$ cat src/rtl/gpio_pkg.sv
// Shared widths, the GPIO write record and the occupancy-width helper for the GPIO write buffer.
package gpio_pkg;

   localparam int GPIO_ADDR_W = 32;
   localparam int GPIO_DATA_W = 8;

   typedef struct packed {
      logic [GPIO_ADDR_W-1:0] addr;
      logic [GPIO_DATA_W-1:0] data;
   } gpio_wr_t;

   // Width needed to hold an occupancy value from 0 up to and including depth.
   function automatic int cnt_w(input int depth);
      return $clog2(depth + 1);
   endfunction

endpackage

$ cat src/rtl/gpio_fifo_mem.sv
// Register array for the GPIO write buffer: one synchronous write port, one combinational read port.
// Each entry holds a packed {addr, data} record laid out like gpio_pkg::gpio_wr_t.
module gpio_fifo_mem
   import gpio_pkg::*;
#(
   parameter int DEPTH = 8,
   parameter int W     = $bits(gpio_wr_t),
   localparam int PW   = $clog2(DEPTH)
) (
   input  logic          clk,
   input  logic          we,
   input  logic [PW-1:0] waddr,
   input  logic [W-1:0]  wdata,
   input  logic [PW-1:0] raddr,
   output logic [W-1:0]  rdata
);

   // Storage is not reset; the buffer only ever reads entries it has written.
   logic [W-1:0] mem [DEPTH];

   always_ff @(posedge clk) begin
      if (we) mem[waddr] <= wdata;
   end

   assign rdata = mem[raddr];

endmodule

$ cat src/rtl/gpio_write_buffer.sv
// Show-ahead FIFO capturing processor GPIO write strobes and draining them over valid/ready.
// Optional macro GPIO_WRITE_BYPASS_EN: an empty buffer passes a write straight through when the sink is ready.
module gpio_write_buffer
   import gpio_pkg::*;
#(
   parameter int DEPTH  = 8,
   parameter int ADDR_W = GPIO_ADDR_W,
   parameter int DATA_W = GPIO_DATA_W
) (
   input  logic                       clk,
   input  logic                       rst,
   input  logic                       GPIOEn,
   input  logic [ADDR_W-1:0]          GPIOaddr,
   input  logic [DATA_W-1:0]          GPIO,
   output logic                       out_valid,
   input  logic                       out_ready,
   output logic [ADDR_W-1:0]          out_addr,
   output logic [DATA_W-1:0]          out_data,
   output logic                       full,
   output logic                       empty,
   output logic [cnt_w(DEPTH)-1:0]    count,
   output logic                       overflow,
   input  logic                       clr_ovf
);

   // Handshake: the sink takes the head entry in any cycle where out_valid and out_ready
   // are both high; out_valid never drops and out_addr/out_data never change until then.

   localparam int PW = $clog2(DEPTH);
   localparam int CW = cnt_w(DEPTH);
   localparam int W  = ADDR_W + DATA_W;
   localparam logic [CW-1:0] DEPTH_C = CW'(DEPTH);

   logic [PW-1:0] wr_ptr;
   logic [PW-1:0] rd_ptr;
   logic [W-1:0]  rd_word;
   logic          bypass;
   logic          pop;
   logic          push;
   logic          drop;

   assign full  = (count == DEPTH_C);
   assign empty = (count == '0);

`ifdef GPIO_WRITE_BYPASS_EN
   assign bypass = empty & GPIOEn & out_ready;
`else
   assign bypass = 1'b0;
`endif

   // A bypassed write is consumed directly by the sink and never touches storage.
   assign pop  = ~empty & out_ready;
   assign push = GPIOEn & ~bypass & (~full | pop);
   assign drop = GPIOEn & full & ~pop;

   gpio_fifo_mem #(
      .DEPTH (DEPTH),
      .W     (W)
   ) u_mem (
      .clk   (clk),
      .we    (push),
      .waddr (wr_ptr),
      .wdata ({GPIOaddr, GPIO}),
      .raddr (rd_ptr),
      .rdata (rd_word)
   );

   always_ff @(posedge clk or posedge rst) begin
      if (rst) begin
         wr_ptr   <= '0;
         rd_ptr   <= '0;
         count    <= '0;
         overflow <= 1'b0;
      end else begin
         if (push) wr_ptr <= wr_ptr + PW'(1);
         if (pop)  rd_ptr <= rd_ptr + PW'(1);
         if (push && !pop)      count <= count + CW'(1);
         else if (pop && !push) count <= count - CW'(1);
         // A drop in the same cycle as a clear keeps the flag set.
         if (drop)         overflow <= 1'b1;
         else if (clr_ovf) overflow <= 1'b0;
      end
   end

   always_comb begin
      out_valid = ~empty;
      out_addr  = '0;
      out_data  = '0;
      if (bypass) begin
         out_valid = 1'b1;
         out_addr  = GPIOaddr;
         out_data  = GPIO;
      end else if (!empty) begin
         out_addr  = rd_word[W-1:DATA_W];
         out_data  = rd_word[DATA_W-1:0];
      end
   end

endmodule

$ cat config.mk
export PLATFORM = sky130hd
export DESIGN_NAME = gpio_write_buffer
export DESIGN_NICKNAME = d
export VERILOG_FILES = /design/src/rtl/gpio_pkg.sv /design/src/rtl/gpio_fifo_mem.sv /design/src/rtl/gpio_write_buffer.sv
export SDC_FILE = /design/constraint.sdc
export NUM_CORES = 1
export LEC_CHECK = 0
export ABC_AREA = 1
export CELL_PAD_IN_SITES_DETAIL_PLACEMENT = 1
export CELL_PAD_IN_SITES_GLOBAL_PLACEMENT = 2
export CORE_AREA = 3 3 209 211
export DETAILED_ROUTE_END_ITERATION = 10
export DIE_AREA = 0 0 212 214
export PLACE_DENSITY_LB_ADDON = 0.1
export SLEW_MARGIN = 25
export SYNTH_ARGS = -nofsm -noshare
export SYNTH_HDL_FRONTEND = slang
export SYNTH_SLANG_ARGS = --single-unit
$ cat constraint.sdc
create_clock -name clk -period 3.9 [get_ports clk]
set_input_delay 0.975 -clock clk [delete_from_list [all_inputs] [get_ports clk]]
set_output_delay 0.975 -clock clk [all_outputs]
set_load 0.01 [all_outputs]
== Word-level counts from Yosys, hierarchy flattened ==
Memory sizes are Yosys's and may differ from the RTL's.
Index checks and enable logic that the tools add are counted.

* Register bits after elaboration: 11
* Bits in writable memories: 320
* Bits of input ports: 45
* Logic and storage cells: 33
* Memories: 1

{| class="wikitable"
|+ Memories
! name !! depth !! bits a word !! rd ports !! clocked after memory_dff !! wr ports !! line !! source
|-
| u_mem.mem || 8 || 40 || 1 || 0 || 1 || gpio_fifo_mem.sv:19 || <nowiki>logic [W-1:0] mem [DEPTH];</nowiki>
|}

* Add/sub/neg operators: 4
* Eq/ne operators: 1
* Mux-type cells: 8
* Bitwise logic cells: 8
* Reduce and logical (&&, ||, !) cells: 7

{| class="wikitable"
|+ Operators with widths
! kind !! number
|-
| $mux 32 || 1
|-
| $mux 4 || 2
|-
| $mux 8 || 1
|-
| $add 3x1->3 const B || 2
|-
| $add 4x1->4 const B || 1
|-
| $and 1x1->1 || 4
|-
| $eq 4x4->1 const B || 1
|-
| $logic_not 4->1 || 1
|-
| $mux 1 || 4
|-
| $reduce_bool 2->1 || 2
|-
| $sub 4x1->4 const B || 1
|-
| $not 1->1 || 3
|-
| $logic_and 1x1->1 || 2
|-
| $logic_not 1->1 || 2
|-
| $or 1x1->1 || 1
|}

== Logic depth before layout (Yosys ltp) ==
Gate-level depths: netlist of run 1.

* Word-level depth: 9
* Mapped depth: 13
* Depth with buffers taken out: 13

== By module ==
From an unflattened synthesis of run 1, not the netlist that was laid out.

* Cell total of the unflattened synthesis: 1560
* Area total of the unflattened synthesis: 15033.2 µm²

{| class="wikitable"
|+ By module, submodules not included
! module !! times used !! cells each !! area an instance (µm²) !! seq. area each (µm²)
|-
| gpio_fifo_mem || 1 || 1401 || 13998.4 || 9609.2
|-
| gpio_write_buffer || 1 || 159 || 1034.7 || 275.3
|}

== Least setup slack after synthesis of run 1 ==
No wires, ideal clock.

* Path type: input to register
* From: input out_ready
* To: memory u_mem.mem[4][0] in the netlist's numbering, enable pin
* Arrival: 4.066 ns
* Slack: -0.654 ns
* Stages on the path: 5
* Path through: inv_1 -> nand4_1 -> nand2_1 -> buf_2 -> nor3_1

* Longest elaborated chain between the ends: 5

{| class="wikitable"
|+ RTL lines
! element !! line !! source
|-
| start: declaration || gpio_write_buffer.sv:16 || <nowiki>input logic out_ready,</nowiki>
|-
| $and 1x1->1 || gpio_write_buffer.sv:52 || <nowiki>assign pop = ~empty & out_ready;</nowiki>
|-
| $or 1x1->1 || gpio_write_buffer.sv:53 || <nowiki>assign push = GPIOEn & ~bypass & (~full | pop);</nowiki>
|-
| $and 1x1->1 || gpio_write_buffer.sv:53 ||
|-
| $mux 1 || gpio_fifo_mem.sv:22 || <nowiki>if (we) mem[waddr] <= wdata;</nowiki>
|-
| $mux 1 (implied by the code) || gpio_fifo_mem.sv:22 ||
|-
| end: declaration || gpio_fifo_mem.sv:19 ||
|}

Every way passes these cells.

== Worst setup path after layout of run 1 ==
* From: register rd_ptr[1]
* To: output out_addr[11]

* Longest elaborated chain between the ends: 2

{| class="wikitable"
|+ RTL lines
! element !! line !! source
|-
| start: declaration || gpio_write_buffer.sv:35 || <nowiki>logic [PW-1:0] rd_ptr;</nowiki>
|-
| start signal: assignment || gpio_write_buffer.sv:76 || <nowiki>if (pop) rd_ptr <= rd_ptr + PW'(1);</nowiki>
|-
| $mem_v2 8x40 || -- ||
|-
| $mux 32 || gpio_write_buffer.sv:93 || <nowiki>end else if (!empty) begin</nowiki>
|-
| end: declaration || gpio_write_buffer.sv:17 || <nowiki>output logic [ADDR_W-1:0] out_addr,</nowiki>
|}

Every way passes these cells.

==> flow_summary_export.csv, run 1 <==
group,metric,value,unit
critical_path,crit_path_start,"rd_ptr[1]$_DFFE_PP0N_",
critical_path,cpLargestDelayFamily,"buffers and inverters",
run_status,status,"finished clean",
drt,met2_length,18500,microns
timing,setup_slack,0.206,ns
yosys,ys_types,22,
worst_hold_path,whs_path_depth,2,
critical_path,rr_worst_depth,12,
critical_path,critPathArrivalTime,2.72,ns
pwr,power.switching,0.00479,W
drt,wl_met1,18000,microns
drt,drc,0,
floorplanning,coreArea,41900,sq um
pwr,switching_share,36.5,%
floorplanning,die_y,214,microns
critical_path,cp_common_cell,"nand3_1",
yosys,synth-main-ff-cell,"edfxtp_1",
drt,avgViaCountPerCell,4.64,
timing,worst_clock_skew,0.0174,ns
floorplanning,num_rows,75,
worst_hold_path,hp-class,"reg2reg",
yosys,synth_edf_count,320,
pwr,p_clk_share,25.6,%
yosys,yosysTopAreaCell,"edfxtp_1",
yosys,synthCells,1474,
pwr,power.density,751,nW/um^2
yosys,synth.area.top_cells,"edfxtp_1 66%, nand2_1 11%, inv_1 8.5%",
cts,cts_tree,"yes",
pwr,design_power_total,0.0131,W
critical_path,crit_path_top_delay_cell,"clkdlybuf4s50_1",
critical_path,reg2reg_from,"count[0]$_DFFE_PP0P_",
critical_path,critPathRequiredTime,2.92,ns
floorplanning,num_io_pins,93,
yosys,synth_warnings,0,
global_routing,grt_max_degree,82,
yosys,yosysMostFrequentCell,"nand2_1",
flow_run,maxCapViolCount,0,
timing,period_share,94.7,%
critical_path,worst-path-buf-inv,3,
final_layout,synthToLayoutAreaGrowth,19.2,%
pwr,internal_power,0.00835,W
critical_path,crit_cells,7,
yosys,synth_area,14700,sq um
yosys,synth-seq-area-share,67.4,%
pwr,seqPwrFrac,35.3,%
critical_path,critPathLaunchType,"flop",
floorplanning,die_x,212,microns
drt,dr_total_vias,9926,
timing,final.min_clock_period,3.69,ns
yosys,avgSynthCellArea,9.95,sq um
placement,hpwl,20500,microns
cts,hold_buffers,0,
drt,drtPass1Iterations,4,
yosys,synth_common_cells,"426 x nand2_1, 334 x inv_1, 320 x edfxtp_1",
drt,ant_nets,0,
drt,wl_met3,1300,microns
yosys,async_reset_ff_share,3.32,%
timing,fin_tns_setup,0,ns
yosys,synth-seq-cells,331,
timing,rsz0062_at_grt,"no",
critical_path,critical_path.max_stage_delay,0.60,ns
timing,slew_violations,0,
final_layout,final_nets,1623,
cts,clkTransAtPathRegs,0.06,ns
worst_hold_path,holdCritStartpoint,"overflow$_DFFE_PP0P_",
drt,top_layer_used,"met5",
timing,tightest_slew,0.640,ns
placement,port_buffers,92,
placement,gp_congestion,0.693,
final_layout,num-fill-cells,4680,
timing,hold_viol,0,
pwr,p_comb_share,39.1,%
drt,drt-total-wl,38600,microns
final_layout,n_antenna_cell,0,
critical_path,path_cells,"clkinv_2 -> buf_12 -> nand3_1 -> nand3_1 -> nand2_1 -> nor2_1 -> clkdlybuf4s50_1",
yosys,syn_nets,1525,
timing,clock.fmax,0.271,GHz
critical_path,cp_max_fo,38,
global_routing,grt-ovfl-total,0,
critical_path,crit_path_end_kind,"output pin",
placement,dp_slack,0.590,ns
cts,cts_buffer_depth,3,
drt,routedWlPerCell,18.0,microns
global_routing,grt_pass1_wl,60400,microns
cts,cts_root_buffer,"clkbuf_16",
pwr,leakage,7.74,nW
drt,drtIter0Drc,468,
yosys,synth_top_cell_area_share,65.5,%
cts,htree_levels,2,
final_layout,final_layout_size_suffix_gt1_share,5.81,%
cts,cts-buffers-inserted,39,
cts,clkSinkCount,331,
timing,setup_viol,0,
global_routing,grt_usage,17.3,%
pwr,peakVddDrop,0.351,mV
timing,slew_headroom,57.3,%
floorplanning,die_area,45400,sq um
critical_path,critPathKind,"reg2out",
global_routing,antenna_found_initial,2,
cts,clock_latency,0.55,ns
global_routing,grt_pass1_vias,10400,
floorplanning,start_util,35.0,%
[logic make-up (layout without fill, tap and decap cells)]
family / after synthesis / after routing / share of synthesized area, %
buffers and inverters: 402 / 529 / 11.1
adder cells (fa/ha/maj): 6 / 6 / 0.563
XOR/XNOR: 5 / 5 / 0.299
AO/OA/AOI/OAI: 5 / 5 / 0.171
flip-flops: 331 / 331 / 67.4
AND/OR/NAND/NOR: 725 / 725 / 20.4
[flip-flops by register name (all words and copies together), names as in the netlist]
register   cells
rd_ptr         3
count          4
wr_ptr         3
overflow       1
u_mem.mem    320
[routing by layer]
layer,GRT usage [%],up-vias
li1,-,4818
met1,23.2,4926
met2,29.1,126
met3,2.94,54
met4,4.84,2
met5,0,-
[cells in the final DEF, fill, tap and decap left out, drive strengths merged, types with 4 or more instances in the layout]
cell and n:
nand2 427, clkinv 17, nor3 8, clkdlybuf4s50 92, nor2 83, buf 31, edfxtp 320, inv 335
xnor2 4, ha 5, nand3 205, clkbuf 53, o21ai 4, dfrtp 11
[tightest hold or removal path, cell delays in order, from the launching register on]
cell and delay, ns:
dfrtp_1 0.38, inv_1 0.05, o21ai_0 0.06
[power groups by stage]
stage                     registers, W  logic (W)  clock network [W]
after floorplan                0.00462    0.00306                  0
after global placement         0.00472    0.00519                  0
after detailed placement       0.00474    0.00522                  0
after CTS                      0.00464    0.00529            0.00349
after global routing           0.00469    0.00579            0.00362
final                          0.00463    0.00514            0.00337
[final timing paths]
path                                              end  slack (ns)
worst min-delay path             overflow$_DFFE_PP0P_        0.53
worst max register to register   count[3]$_DFFE_PP0P_        0.98
min in group asynchronous       rd_ptr[2]$_DFFE_PP0N_        0.80
worst max-delay path                     out_addr[11]        0.21
worst min register to register   overflow$_DFFE_PP0P_        0.53
max in group asynchronous       rd_ptr[1]$_DFFE_PP0N_        2.65
[layout make-up]
type	count	area (sq um)	area share, %
inverters	336	1260	7.24
clock buffers	53	1070	6.13
clock inverters	17	95.1	0.544
flip-flops and latches	331	9900	56.6
multi-input cells	741	3200	18.3
repair buffers	123	1280	7.34
well taps	539	674	3.86
[timing repair]
item / in CTS / in global routing
endpoints found under the setup margin: 4 / 0
resized for setup: 1 / 0
setup buffers: 1 / 0
[metrics by stage]
| stage | hold WS [ns] | cell area, sq um | std cells | utilization, % |
|---|---|---|---|---|
| after floorplan | 0.516 | 14700 | 1474 | - |
| after global placement | 0.514 | 16300 | 2069 | 38.9 |
| after detailed placement | 0.527 | 16300 | 2069 | 38.9 |
| after CTS | 0.537 | 17500 | 2140 | 41.7 |
| after global routing | 0.572 | 17500 | 2140 | 41.7 |
| final | 0.531 | 17500 | 2140 | 41.7 |
Power figures use the tool's default switching activity.
==> inputs of run 2 (changes only) <==
--- a/config.mk
+++ b/config.mk
@@ -8,9 +8,11 @@
 export ABC_AREA = 1
 export CELL_PAD_IN_SITES_DETAIL_PLACEMENT = 1
 export CELL_PAD_IN_SITES_GLOBAL_PLACEMENT = 2
-export CORE_AREA = 3 3 209 211
+export CORE_AREA = 3 3 206 208
+export CTS_BUF_LIST = sky130_fd_sc_hd__clkbuf_4 sky130_fd_sc_hd__clkbuf_8
 export DETAILED_ROUTE_END_ITERATION = 10
-export DIE_AREA = 0 0 212 214
+export DIE_AREA = 0 0 209 211
+export HOLD_SLACK_MARGIN = 0.1
 export PLACE_DENSITY_LB_ADDON = 0.1
 export SLEW_MARGIN = 25
 export SYNTH_ARGS = -nofsm -noshare
==> run 2 against run 1 <==
Against the previous run:
- clock power is 14% lower
- maximum frequency is 0.67% higher
- global-route usage is 0.23 points higher
- register-to-register slack better by 0.26 ns
- worst hold slack worse by 0.0026 ns
- wire length is 1.9% lower
- first-iteration DRC count is 12% lower
- sequential power hardly changed
- final cell count is 1.1% higher
- die area is 2.8% lower
- via count hardly changed
- critical endpoint is now out_addr[26]
- largest cell class unchanged
- highest routed layer unchanged
==> flow_summary_export.csv, run 2 (synthesis gave the netlist of run 1 again) <==
group,metric,value,unit
global_routing,grt_pass1_vias,10600,
cts,cts_root_buffer,"clkbuf_8",
pwr,p_comb_share,40.2,%
global_routing,grt_usage,17.6,%
timing,setup_slack,0.231,ns
floorplanning,num_io_pins,93,
global_routing,antenna_found_initial,2,
drt,routedWlPerCell,17.5,microns
floorplanning,start_util,36.0,%
critical_path,critical_path.max_stage_delay,0.53,ns
pwr,internal_power,0.00793,W
timing,worst_clock_skew,0.0222,ns
pwr,power.density,729,nW/um^2
timing,slew_violations,0,
placement,place_area,16300,sq um
drt,ant_nets,0,
drt,avgViaCountPerCell,4.59,
critical_path,path_cells,"nor2_1 -> nand3_4 -> buf_4 -> nand2_1 -> nor2_1 -> clkdlybuf4s50_1",
pwr,power.switching,0.00473,W
pwr,leakage,7.75,nW
placement,gp_congestion,0.699,
floorplanning,coreArea,40700,sq um
run_status,status,"finished clean",
placement,dp.cells,2064,
timing,clock.fmax,0.273,GHz
pwr,switching_share,37.4,%
floorplanning,die_y,211,microns
final_layout,largest_reg_flops,320,
drt,drt-total-wl,37800,microns
floorplanning,die_x,209,microns
cts,clock_latency,0.64,ns
timing,fin_tns_setup,0,ns
drt,dr_total_vias,9925,
global_routing,grt_max_degree,104,
cts,cts_buffer_depth,3,
critical_path,critPathLaunchType,"flop",
flow_run,maxCapViolCount,0,
timing,hold_ws,0.528,ns
drt,drtIter0Drc,413,
final_layout,synthToLayoutAreaGrowth,18.4,%
cts,htree_levels,2,
final_layout,final_nets,1648,
timing,rsz0062_at_grt,"no",
final_layout,largestRegisters,"u_mem.mem: 320 flops, count: 4 flops",
cts,cts-buffers-inserted,59,
critical_path,crit_path_top_delay_cell,"clkdlybuf4s50_1",
timing,slew_headroom,56.3,%
drt,drc,0,
pwr,peakVddDrop,0.411,mV
timing,hold_viol,0,
placement,dp_slack,0.598,ns
critical_path,crit_path_end_kind,"output pin",
pwr,p_clk_share,23.0,%
drt,drtPass1Iterations,4,
cts,cts_tree,"yes",
timing,setup_viol,0,
critical_path,critPathArrivalTime,2.69,ns
floorplanning,num_rows,74,
final_layout,fin_area,17400,sq um
final_layout,final_cells,2163,
global_routing,grt-ovfl-total,0,
global_routing,grt_pass1_wl,59800,microns
critical_path,cp_max_fo,13,
final_layout,layout_common_cells,"426 x nand2_1, 334 x inv_1, 320 x edfxtp_1, 204 x nand3_1, 92 x clkdlybuf4s50_1",
placement,hpwl,20400,microns
timing,final.min_clock_period,3.67,ns
timing,tightest_slew,0.656,ns
critical_path,critPathKind,"reg2out",
cts,clkTransAtPathRegs,0.06,ns
pwr,seqPwrFrac,36.8,%
worst_hold_path,hp-class,"reg2reg",
critical_path,critPathRequiredTime,2.92,ns
timing,period_share,94.1,%
final_layout,mostFrequentLayoutCell,"nand2_1",
final_layout,final_layout_size_suffix_gt1_share,8.22,%
cts,clkSinkCount,331,
placement,port_buffers,92,
floorplanning,die_area,44100,sq um
critical_path,cp_common_cell,"nor2_1",
final_layout,num-fill-cells,4595,
final_layout,regMostFlops,"u_mem.mem",
cts,hold_buffers,0,
[run 2: cell count changes in the layout (fill, tap and decap cells not counted), moves of 2 or more]
cell | previous run | this run
buf_12 | 10 | 7
clkbuf_8 | 0 | 61
clkbuf_4 | 0 | 13
buf_6 | 1 | 3
buf_4 | 20 | 25
clkbuf_1 | 12 | 0
clkbuf_16 | 41 | 0
clkinv_2 | 5 | 8
[run 2: worst paths after layout]
kind                                            from               endpoint  slack, ns  depth (start not counted)
worst min-delay path            overflow$_DFFE_PP0P_   overflow$_DFFE_PP0P_       0.53                          2
worst min register to register  overflow$_DFFE_PP0P_   overflow$_DFFE_PP0P_       0.53                          2
worst max register to register  count[0]$_DFFE_PP0P_   count[3]$_DFFE_PP0P_       1.24                         11
min in group asynchronous                        rst   count[2]$_DFFE_PP0P_       0.71                          2
worst max-delay path            count[0]$_DFFE_PP0P_           out_addr[26]       0.23                          6
max in group asynchronous                        rst  rd_ptr[0]$_DFFE_PP0N_       2.76                          2
[run 2: worst max-delay path: cells and delay by family, from the launching register on]
kind                   cells  cell delay, ns
DFF                        1            0.45
buffers and inverters      2            0.86
and+or+nand+nor            4            0.76
[run 2: routing by layer]
layer / track usage, % / vias up / part of all wire [%]
met5: 0 / - / 0.034
met4: 5.59 / 2 / 2.1
met3: 3.51 / 53 / 4.1
met2: 29.3 / 143 / 47
met1: 23.3 / 4872 / 47
li1: - / 4855 / -
[run 2: area by class of cell]
class / instances / area [sq um] / area share, %
clock inverters: 20 / 83.8 / 0.483
inverters: 336 / 1260 / 7.29
diodes: 1 / 2.50 / 0.0144
repair buffers: 128 / 1310 / 7.55
clock buffers: 74 / 937 / 5.40
well taps: 532 / 666 / 3.83
multi-input cells: 741 / 3200 / 18.4
flip-flops and latches: 331 / 9900 / 57.0
[run 2: repair_timing]
item / in CTS / in global routing
resized for setup: 2 / 3
setup buffers: 1 / 3
setup endpoints to repair: 36 / 4
[run 2: stage by stage]
step,util [%],power [W]
after floorplan,-,0.00768
after global placement,40.0,0.00985
after detailed placement,40.0,0.00989
after CTS,42.5,0.0129
after global routing,42.6,0.0136
final,42.6,0.0127
[run 2: power groups by stage]
stage                     combinational, W  sequential (W)  clock, W
after global placement             0.00509         0.00476         0
final                              0.00509         0.00465   0.00291
after global routing               0.00576         0.00471   0.00318
after CTS                          0.00520         0.00468   0.00304
after floorplan                    0.00306         0.00462         0
after detailed placement           0.00512         0.00477         0
==> inputs of run 3 (changes only) <==
--- a/config.mk
+++ b/config.mk
@@ -14,6 +14,8 @@
 export DIE_AREA = 0 0 209 211
 export HOLD_SLACK_MARGIN = 0.1
 export PLACE_DENSITY_LB_ADDON = 0.1
+export RECOVER_POWER = 25
+export SKIP_LAST_GASP = 1
 export SLEW_MARGIN = 25
 export SYNTH_ARGS = -nofsm -noshare
 export SYNTH_HDL_FRONTEND = slang
==> run 3 against run 2 <==
Against the previous run:
- power about the same
- clock power about the same
- flip-flop and latch count unchanged
- largest power group unchanged
- sequential share of layout area stayed put
- sequential power is essentially flat
- global-route usage stayed put
- highest routed layer unchanged
==> flow_summary_export.csv, run 3 (synthesis gave the netlist of run 1 again) <==
group,metric,value,unit
cts,cts_root_buffer,"clkbuf_8",
global_routing,grt_pass1_vias,10600,
critical_path,rr_worst_depth,11,
drt,dr_total_vias,9911,
drt,drc,0,
placement,gp_congestion,0.699,
drt,drtIter0Drc,423,
final_layout,mostFrequentLayoutCell,"nand2_1",
final_layout,largest_reg_flops,320,
final_layout,regMostFlops,"u_mem.mem",
global_routing,grt_pass1_wl,59800,microns
floorplanning,die_y,211,microns
critical_path,crit_path_end_kind,"output pin",
run_status,status,"finished clean",
critical_path,critPathArrivalTime,2.72,ns
drt,top_layer_used,"met5",
drt,avgViaCountPerCell,4.58,
drt,met2_length,17900,microns
critical_path,critPathKind,"reg2out",
final_layout,final_util,42.6,%
floorplanning,coreArea,40700,sq um
cts,clkTransAtPathRegs,0.06,ns
final_layout,largestRegisters,"u_mem.mem: 320 flops, count: 4 flops",
drt,wl_met1,17700,microns
pwr,p_clk_share,23.0,%
critical_path,critPathRequiredTime,2.92,ns
placement,place_area,16300,sq um
timing,setup_viol,0,
floorplanning,die_x,209,microns
final_layout,synthToLayoutAreaGrowth,18.4,%
critical_path,critPathLaunchType,"flop",
pwr,switching_share,37.5,%
timing,worst_clock_skew,0.0222,ns
critical_path,r2r_end,"count[3]$_DFFE_PP0P_",
final_layout,final_layout_size_suffix_gt1_share,8.22,%
cts,cts_tree,"yes",
pwr,p_comb_share,40.2,%
timing,hold_viol,0,
floorplanning,die_area,44100,sq um
final_layout,fin_area,17400,sq um
timing,rsz0062_at_grt,"no",
pwr,peakVddDrop,0.414,mV
cts,htree_levels,2,
final_layout,layout_common_cells,"426 x nand2_1, 334 x inv_1, 320 x edfxtp_1, 204 x nand3_1, 82 x nor2_1",
critical_path,rrSetupSlack,1.25,ns
timing,period_share,94.8,%
cts,clkSinkCount,331,
pwr,design_power_total,0.0127,W
placement,port_buffers,92,
timing,clock.fmax,0.271,GHz
pwr,internal_power,0.00792,W
critical_path,reg2reg_from,"count[0]$_DFFE_PP0P_",
timing,tightest_slew,0.663,ns
timing,hold_ws,0.528,ns
timing,slew_headroom,55.8,%
floorplanning,num_rows,74,
worst_hold_path,holdPathEnd,"overflow$_DFFE_PP0P_",
drt,ant_nets,0,
pwr,leakage,7.76,nW
timing,final.min_clock_period,3.70,ns
drt,routedWlPerCell,17.5,microns
cts,cts-buffers-inserted,59,
cts,hold_buffers,0,
pwr,seqPwrFrac,36.8,%
flow_run,maxCapViolCount,0,
pwr,power.switching,0.00474,W
final_layout,final_nets,1648,
worst_hold_path,hp-class,"reg2reg",
worst_hold_path,whs_path_depth,2,
drt,drt-total-wl,37900,microns
cts,clock_latency,0.64,ns
pwr,power.density,729,nW/um^2
final_layout,num-fill-cells,4595,
floorplanning,num_io_pins,93,
critical_path,cp_max_fo,17,
worst_hold_path,holdCritStartpoint,"overflow$_DFFE_PP0P_",
global_routing,antenna_found_initial,3,
drt,wl_met3,1460,microns
floorplanning,start_util,36.0,%
global_routing,grt-ovfl-total,0,
cts,cts_buffer_depth,3,
global_routing,grt_max_degree,104,
placement,hpwl,20400,microns
global_routing,grt_usage,17.6,%
drt,drtPass1Iterations,4,
timing,slew_violations,0,
run 3: changes by cell type in the layout (fill, tap and decap cells not counted):
cell             before  now
dlygate4sd3_1         0   25
clkdlybuf4s50_1      92   67
run 3: power groups by stage:
| stage | clock (W) | combinational [W] | sequential [W] |
|---|---|---|---|
| 6_report | 0.00291 | 0.00510 | 0.00466 |
| 3_5_place_dp | 0 | 0.00512 | 0.00477 |
| 2_1_floorplan | 0 | 0.00306 | 0.00462 |
| 4_1_cts | 0.00304 | 0.00520 | 0.00468 |
| 5_1_grt | 0.00318 | 0.00575 | 0.00471 |
| 3_3_place_gp | 0 | 0.00509 | 0.00476 |
run 3: worst max-delay path by stage:
stage                                endpoint  depth (start not counted)                  start  slack, ns
global placement                 out_addr[26]                          6   count[0]$_DFFE_PP0P_       0.60
floorplan           u_mem.mem[4][0]$_DFFE_PP_                          5              out_ready      -0.65
global route                     out_addr[21]                          7  rd_ptr[1]$_DFFE_PP0N_       0.02
detailed placement               out_addr[26]                          6   count[0]$_DFFE_PP0P_       0.60
finish                           out_addr[21]                          7  rd_ptr[1]$_DFFE_PP0N_       0.20
CTS                              out_addr[11]                          7  rd_ptr[1]$_DFFE_PP0N_       0.06
run 3: stage by stage:
| step | TNS (ns) | cells | worst slack (ns) |
|---|---|---|---|
| floorplan | -209.13 | 1474 | -0.654 |
| global placement | 0 | 2064 | 0.601 |
| detailed placement | 0 | 2064 | 0.598 |
| CTS | 0 | 2159 | 0.0593 |
| global route | 0 | 2162 | 0.0206 |
| finish | 0 | 2163 | 0.205 |
run 3: final cells by class:
type | instances | area, sq um | share of cell area (%)
well taps | 532 | 666 | 3.83
inverters | 336 | 1260 | 7.29
multi-input cells | 741 | 3200 | 18.4
flip-flops and latches | 331 | 9900 | 57.0
clock buffers | 74 | 937 | 5.40
repair buffers | 128 | 1310 | 7.55
diodes | 1 | 2.50 | 0.0144
clock inverters | 20 | 83.8 | 0.483
run 3: what timing repair did:
item	4_1_cts	5_1_grt
endpoints found under the hold margin	0	0
endpoints found under the setup margin	36	4
gates resized for setup	2	3
setup buffers	1	3
run 3: metal layers:
layer | vias up | GRT usage (%)
met2 | 143 | 29.3
li1 | 4856 | -
met1 | 4858 | 23.3
met5 | - | 0
met3 | 52 | 3.51
met4 | 2 | 5.59
run 3: worst max-delay path: stages (launching register included):
cell,delay [ns]
dfrtp_4,0.49
clkinv_2,0.20
buf_4,0.31
nand3_1,0.13
nand2_1,0.07
nor2_1,0.04
nor2_1,0.26
clkdlybuf4s50_1,0.59
